File: src/rtl/afisaj_7seg.sv
// afisaj_7seg -- multiplexed 4-digit 7-segment driver for an MM:SS stopwatch.
//
// A prescaler divides clk down to one "tick" per digit slot. Each tick advances
// the scan index 3->0->1->2->3; the four BCD digits are snapshotted on the 3->0
// tick so a whole frame always shows one consistent time value. While paused,
// the display blinks with a half-period of BLINK_FRAMES frames.
//
// Ports:
//   clk        : single clock, all state on its rising edge
//   reset      : asynchronous, active-high reset
//   MIN_BCD1   : minutes tens digit   (shown on an[3])
//   MIN_BCD0   : minutes units digit  (shown on an[2])
//   SEC_BCD1   : seconds tens digit   (shown on an[1])
//   SEC_BCD0   : seconds units digit  (shown on an[0])
//   pauza      : stopwatch paused, enables blinking
//   blank_lz   : blank the minutes tens digit when it is 0
//   an         : active-low digit enables (registered)
//   seg        : active-low segments {g,f,e,d,c,b,a} (registered)
//   dp         : active-low decimal point, lit in slot 2 only (registered)
module afisaj_7seg #(
  parameter int REFRESH_DIV  = 100000,
  parameter int BLINK_FRAMES = 64
) (
  input  logic       clk,
  input  logic       reset,
  input  logic [3:0] MIN_BCD1,
  input  logic [3:0] MIN_BCD0,
  input  logic [3:0] SEC_BCD1,
  input  logic [3:0] SEC_BCD0,
  input  logic       pauza,
  input  logic       blank_lz,
  output logic [3:0] an,
  output logic [6:0] seg,
  output logic       dp
);

  localparam int             PW         = (REFRESH_DIV > 1) ? $clog2(REFRESH_DIV) : 1;
  localparam logic [PW-1:0]  PRESC_MAX  = PW'(REFRESH_DIV - 1);
  localparam logic [7:0]     FRAME_MAX  = 8'(BLINK_FRAMES - 1);

  logic [PW-1:0] presc_q, presc_d;
  logic [1:0]    idx_q, idx_d;
  logic [15:0]   snap_q, snap_d;       // {MIN_BCD1, MIN_BCD0, SEC_BCD1, SEC_BCD0}
  logic [7:0]    frame_cnt_q, frame_cnt_d;
  logic          blink_on_q, blink_on_d;
  logic [3:0]    an_q, an_d;
  logic [6:0]    seg_q, seg_d;
  logic          dp_q, dp_d;

  logic          tick;
  logic          frame_start;
  logic [15:0]   cur_snap;
  logic [3:0]    digit;
  logic [6:0]    seg_dec;
  logic          lz_blank;
  logic          visible;

  // Next-state logic. Outputs are computed for the slot being entered (idx_d),
  // and on the frame boundary they decode from the values being captured this
  // very edge, so slot 0 never shows a stale digit from the previous frame.
  always_comb begin
    presc_d     = presc_q;
    idx_d       = idx_q;
    snap_d      = snap_q;
    frame_cnt_d = frame_cnt_q;
    blink_on_d  = blink_on_q;
    an_d        = an_q;
    seg_d       = seg_q;
    dp_d        = dp_q;

    tick        = (presc_q == PRESC_MAX);
    frame_start = tick && (idx_q == 2'd3);

    presc_d = tick ? '0 : presc_q + 1'b1;
    if (tick) begin
      idx_d = idx_q + 2'd1;
    end

    cur_snap = frame_start ? {MIN_BCD1, MIN_BCD0, SEC_BCD1, SEC_BCD0} : snap_q;
    snap_d   = cur_snap;

    // Blink phase only advances while paused; releasing pause restarts the
    // half-period so the next pause always begins with a visible phase.
    if (!pauza) begin
      blink_on_d  = 1'b1;
      frame_cnt_d = 8'd0;
    end else if (frame_start) begin
      if (frame_cnt_q == FRAME_MAX) begin
        frame_cnt_d = 8'd0;
        blink_on_d  = ~blink_on_q;
      end else begin
        frame_cnt_d = frame_cnt_q + 8'd1;
      end
    end

    case (idx_d)
      2'd0:    digit = cur_snap[3:0];
      2'd1:    digit = cur_snap[7:4];
      2'd2:    digit = cur_snap[11:8];
      default: digit = cur_snap[15:12];
    endcase

    case (digit)
      4'd0:    seg_dec = 7'b1000000;
      4'd1:    seg_dec = 7'b1111001;
      4'd2:    seg_dec = 7'b0100100;
      4'd3:    seg_dec = 7'b0110000;
      4'd4:    seg_dec = 7'b0011001;
      4'd5:    seg_dec = 7'b0010010;
      4'd6:    seg_dec = 7'b0000010;
      4'd7:    seg_dec = 7'b1111000;
      4'd8:    seg_dec = 7'b0000000;
      4'd9:    seg_dec = 7'b0010000;
      default: seg_dec = 7'b0111111;   // non-BCD values show a dash
    endcase

    lz_blank = blank_lz && (idx_d == 2'd3) && (digit == 4'd0);
    visible  = blink_on_d && !lz_blank;

    if (tick) begin
      an_d  = visible ? ~(4'b0001 << idx_d) : 4'b1111;
      seg_d = visible ? seg_dec : 7'b1111111;
      dp_d  = !(visible && (idx_d == 2'd2));
    end
  end

  // State registers; reset puts the scan at slot 3 so the first tick lands on
  // slot 0 and captures a fresh frame.
  always_ff @(posedge clk or posedge reset) begin
    if (reset) begin
      presc_q     <= '0;
      idx_q       <= 2'd3;
      snap_q      <= 16'd0;
      frame_cnt_q <= 8'd0;
      blink_on_q  <= 1'b1;
      an_q        <= 4'b1111;
      seg_q       <= 7'b1111111;
      dp_q        <= 1'b1;
    end else begin
      presc_q     <= presc_d;
      idx_q       <= idx_d;
      snap_q      <= snap_d;
      frame_cnt_q <= frame_cnt_d;
      blink_on_q  <= blink_on_d;
      an_q        <= an_d;
      seg_q       <= seg_d;
      dp_q        <= dp_d;
    end
  end

  assign an  = an_q;
  assign seg = seg_q;
  assign dp  = dp_q;

endmodule

File: config.mk
export PLATFORM = sky130hd
export DESIGN_NAME = afisaj_7seg
export DESIGN_NICKNAME = d
export VERILOG_FILES = /design/src/rtl/afisaj_7seg.sv
export SDC_FILE = /design/constraint.sdc
export NUM_CORES = 1
export LEC_CHECK = 0
export BUFFER_PORTS_ARGS = -buffer_cell sky130_fd_sc_hd__buf_4
export CORE_ASPECT_RATIO = 0.6
export CORE_MARGIN = 1.5
export CORE_UTILIZATION = 42
export CTS_BUF_LIST = sky130_fd_sc_hd__clkbuf_4
export DETAILED_ROUTE_END_ITERATION = 8
export SLEW_MARGIN = 20
export SYNTH_ARGS = -nofsm -noshare
export SYNTH_HDL_FRONTEND = slang
export SYNTH_SLANG_ARGS = --single-unit
export TNS_END_PERCENT = 30
File: constraint.sdc
create_clock -name clk -period 3.05 [get_ports clk]
set_input_delay 0.305 -clock clk [delete_from_list [all_inputs] [get_ports clk]]
set_output_delay 0.305 -clock clk [all_outputs]
set_load 0.005 [all_outputs]
---- Word-level counts from Yosys, hierarchy flattened ----
Memory sizes are Yosys's and may differ from the RTL's.
Index checks and enable logic that the tools add are counted.
cells by class
  reduce and logical (&&, ||, !) cells .... 9
  bitwise logic cells ..................... 2
  $add $sub $neg .......................... 3
  muxes and demuxes ....................... 12
  equal/unequal tests ..................... 7
  shift-type cells ........................ 1
operator list
  cell                                                                      number
  8-bit two-way mux                                                         3
  17-bit by 1-bit adder with 17-bit output (second input constant)          1
  17-bit equality test (second input constant)                              1
  17-bit two-way mux                                                        1
  16-bit two-way mux                                                        1
  4-bit case mux with 3 select lines                                        1
  8-bit by 1-bit adder with 8-bit output (second input constant)            1
  8-bit by 6-bit equality test with 1-bit output (second input constant)    1
  7-bit two-way mux                                                         1
  2-bit equality test (second input constant)                               3
  1-bit logical AND                                                         5
  4-bit zero test                                                           1
  4-bit two-way mux                                                         1
  4-bit NOT                                                                 1
  1-bit by 2-bit left shift with 4-bit output (first input constant)        1
  1-bit two-way mux                                                         3
  2-bit by 1-bit adder with 2-bit output (second input constant)            1
  2-bit by 1-bit equality test with 1-bit output (second input constant)    1
  1-bit zero test                                                           2
  2-bit zero test                                                           1
  2-bit two-way mux                                                         1
  2-bit by 1-bit inequality test with 1-bit output (second input constant)  1
  1-bit NOT                                                                 1
storage, ports and cells
  bits in read-only memories .............. 112
  output and inout bits ................... 12
  bits of input ports ..................... 20
  memories ................................ 1
  register bits ........................... 56
  word-level logic and storage cells ...... 43
memory list
  memory            words  bits a word  rd ports  clocked after memory_dff  wr ports  line  source
  (name not given)  16     7            1         0                         0         103   case (digit)

---- Logic depth before layout (Yosys ltp) ----
  depth after elaboration ................. 10
  mapped depth ............................ 14
  gate-level depth less buffers ........... 12

---- Worst setup path before layout ----
No wires, ideal clock.
  kind .................................... register to register
  start ................................... register presc_q[0]
  end ..................................... register seg_q[3], in the netlist seg[3]
  arrival time ............................ 2.649 ns
  path buffers ............................ 2
  data required time ...................... 2.952 ns
  cell stages (with the launch flop) ...... 14
  path slack .............................. 0.303 ns
  setup time .............................. 0.098 ns
  path through ............................ dfrtp_1 ha_1 and4_1 buf_4 and4_4 nand2_2 buf_2 mux2i_1 a211o_1 inv_1 ha_1 and2_2 nor4b_1 a211oi_1
on the way
  longest elaborated chain between the ends .. 9
  elaborated cells on any way between the ends .. 18
  classes of those cells .................. eq/ne (4); mux (6); reduce/logical (7); memory (1)
ends and longest elaborated chain
  what                                                                       line  source
  start, declared                                                            41    logic [PW-1:0] presc_q, presc_d;
  start signal, assigned                                                     140   presc_q <= presc_d;
  17-bit equality test (*)                                                   71    tick = (presc_q == PRESC_MAX);
  parallel branches: the longest is 8 deep, another holds memory 16 x 7 bit  -
  end signal, assigned                                                       146   seg_q <= seg_d;
  end, declared                                                              47    logic [6:0] seg_q, seg_d;
Mark *: on every way between the ends.
A chain may end at the register's enable or synchronous reset.

---- Final worst setup path ----
  start ................................... register idx_q[1]
  end ..................................... register seg_q[2], in the netlist seg[2]
on the way
  longest elaborated chain between the ends .. 9
  elaborated cells on any way between the ends .. 19
  classes of those cells .................. add/sub (1); eq/ne (4); mux (6); reduce/logical (7); memory (1)
ends and longest elaborated chain
  what                                                                       line  source
  start, declared                                                            42    logic [1:0] idx_q, idx_d;
  start signal, assigned                                                     141   idx_q <= idx_d;
  parallel branches: the longest is 8 deep, another holds memory 16 x 7 bit  -
  7-bit two-way mux (*)                                                      122   seg_d = visible ? seg_dec : 7'b1111111;
Marked as above.

==> reports/results.txt <==
Die X: 115 µm
post-route ant nets: 0
placed cells: 453
met1 usage: 32.5%
Tmin final: 2.90 ns
IO Count: 32
clk slew on worst S/H paths: 0.16 ns
Synth Area in XOR/XNOR: 5.86%
pre-CTS WS: 0.126 ns
clk_skew: 0.00846 ns
combinational share of power: 4.1%
Slew Limit Fails: 0
Netlist cell types: 62
f_max: 0.345 GHz
Setup Fix Bufs, Post-CTS: 0
actual slew at the worst max-slew pin: 0.865 ns
Final Hold Viols: 0
DRC errors left: 0
final setup margin: 0.147 ns
post-route cell area: 3610 µm²
setup violation total in the final timing report: 0
Routed WL: 7090 µm
prevailing post-synth register cell: dfrtp_1
fin crit share: 95.2%
Post-Synthesis Cells: 316
async set or reset register ratio after synthesis: 100%
Rows: 24
sequential-to-total area share from yosys stat: 44.4%
n_diodes: 0
vias in the first global route: 2,261
most common cell after layout, fill and taps aside: nand2_1
post-layout util: 49.9%
largest net degree at the start of global routing: 50
Internal: 0.852 mW
TritonCTS Buffers: 5
DR vias: 2,373
Initial DRT Pass Iterations: 4
crit path capture type: flop
Slew headroom: 42.3%
Post-Synth Simple-Gate Area: 23.6%
mux contribution to synthesized area: 8.25%
initial antenna violation count: 0
clock share of power: 30.8%
first-pass GRT wire length: 11,900 µm
Tot GR Track Use: 19.2%
complex-gate fraction of the synthesized area: 9.09%
Sequential Power Share: 65.1%
Top Family by Delay on Critical Path: compound AO/OA/AOI/OAI gates
RD Place Congestion: 0.845
Sink Count: 55
Worst Path Required: 3.37 ns
Seq cells post-synth: 55
post-CTS sizing: 0
fin cells: 461
crit-path max FO: 9
Setup Crit Path Kind: flop to flop
pwr dens: 312 nW/µm²
VDD IR max: 0.000137 V
Netlist Area Pre-Place: 3140 µm²
CTS Hold Bufs: 0
critical path buffer and inverter count: 3
status: completed
Initial Util: 43.4%
share of layout cells above drive strength 1: 27.5%
total grt overflow: 0
most frequent cells in the layout: nand2_1, buf_4, dfrtp_1, nor2_1, dfstp_2
main combinational cell family by area after synthesis: simple AND/OR/NAND/NOR gates
DR WL/cell: 15.4 µm
worst skew pair latency: 0.40 ns
placed instance area: 3520 µm²
CTS tree: yes
Worst path max stage delay: 0.57 ns
Post-synth EDFFs: 0
Syn Nets: 345
worst path cell trace: ha_1 -> buf_4 -> mux4_1 -> inv_1 -> a31oi_2 -> o211a_4 -> inv_1 -> ha_1 -> nand3_2 -> nor2_4 -> nor3b_1 -> a211oi_1
clk root buf: clkbuf_4
worst hold path class: input pin to asynchronous set/reset pin
Crit-path slowest cell: dfstp_2
synth-to-layout area growth: 15.0%
GRT met2 Usage: 24.0%
core area: 7240 µm²
adder-cell area share of the yosys netlist: 3.59%
Leak Pwr: 1.56 nW
Sw Pwr: 0.275 mW
GRT busiest layer: met1
Worst Path Arrival: 3.23 ns
Post-DP HPWL: 5220 µm
max-cap check violation count: 0
Post-Syn Area per Cell: 9.93 µm²
die area: 8020 µm²
Detailed Route Iter0 Violations: 206
clock tree buffer depth: 2
Total Nets Final: 385
H-tree depth: 2
Worst setup SP type: flop
die height: 70.0 µm
Sw Ratio: 24.4%
buffers added on ports: 31
Ys Warns: 0
met3 Use GR: 4.25%
via/cell ratio: 5.15
hold slack: 0.0391 ns
worst reg2reg max path: stages (launching register included):
cell and delay (ns):
dfstp_2 0.57, ha_1 0.25, buf_4 0.19, mux4_1 0.33
inv_1 0.05, a31oi_2 0.24, o211a_4 0.26, inv_1 0.09
ha_1 0.21, nand3_2 0.10, nor2_4 0.05, nor3b_1 0.35
a211oi_1 0.16
power groups by stage:
stage	logic, mW	registers (mW)	clock network, mW
2_1_floorplan	0.0165	0.746	0
3_3_place_gp	0.0475	0.746	0
3_5_place_dp	0.0476	0.746	0
4_1_cts	0.0475	0.733	0.357
5_1_grt	0.0525	0.734	0.392
6_report	0.0461	0.733	0.347
flip-flops by register name, indices dropped and copies added, names as in the netlist:
register     cells
an               4
blink_on_q       1
frame_cnt_q      8
idx_q            2
presc_q         17
seg              7
snap_q          16
per-layer routing:
metal	vias up	routed length, µm	part of all wire (%)
met2	54	2690	38
met5	-	0	0
met4	0	85	1.2
li1	1174	-	-
met1	1136	3920	55
met3	9	395	5.6
cells in the mapped netlist, types with 3 or more instances:
cell      number  area, µm²
nor2_1        31        116
mux2i_1        8       80.1
nand3_1       13       65.1
mux4_1         4        105
clkbuf_1       4       15.0
or2_2          4       25.0
nor2b_1        5       31.3
inv_1         14       52.6
buf_4          3       22.5
ha_1           9        113
o21ai_0        7       35.0
nor3_1         3       15.0
a21oi_1        7       35.0
a31oi_1        4       25.0
xnor2_1        8       70.1
o22ai_1        3       18.8
dfstp_2       14        368
nand4_1        5       31.3
buf_6          5       56.3
xor2_1        13        114
a211oi_1       5       37.5
dfrtp_1       41       1030
nand2_1       59        221
cells by family (layout without fill, tap and decap cells):
kind of cell,after synthesis,in the layout
and+or+nand+nor,146,146
AOI/OAI and AO/OA,40,40
muxes,16,16
xor gates and xnor gates,21,21
adders and majority gates,9,9
buffers and inverters,29,70
DFF,55,55
area by class of cell:
| cell class | instances | area, µm² |
|---|---|---|
| tap | 104 | 130 |
| clock buffer | 6 | 45.0 |
| fill | 692 | 3630 |
| timing repair buffer | 48 | 360 |
| inverter | 14 | 53.8 |
| multi-input combinational | 232 | 1610 |
| clock inverter | 2 | 12.5 |
| sequential | 55 | 1390 |
through the flow:
step | power (mW) | setup TNS, ns
detailed placement | 0.794 | 0
global route | 1.18 | -0.0126
global placement | 0.793 | 0
floorplan | 0.762 | 0
finish | 1.13 | 0
CTS | 1.14 | 0
final timing paths:
| check | start | to | slack, ns | depth (start not counted) |
|---|---|---|---|---|
| worst min register to register | presc_q[0] | presc_q[0] | 0.49 | 1 |
| max in group asynchronous | reset | an[1] | 2.32 | 3 |
| worst max-delay path | idx_q[1] | seg[2] | 0.15 | 12 |
| min in group clk | pauza | blink_on_q | 0.06 | 2 |
| worst max register to register | idx_q[1] | seg[2] | 0.15 | 12 |
| worst min-delay path | reset | presc_q[8] | 0.04 | 2 |
No activity file was read; power rests on OpenSTA's default activity.
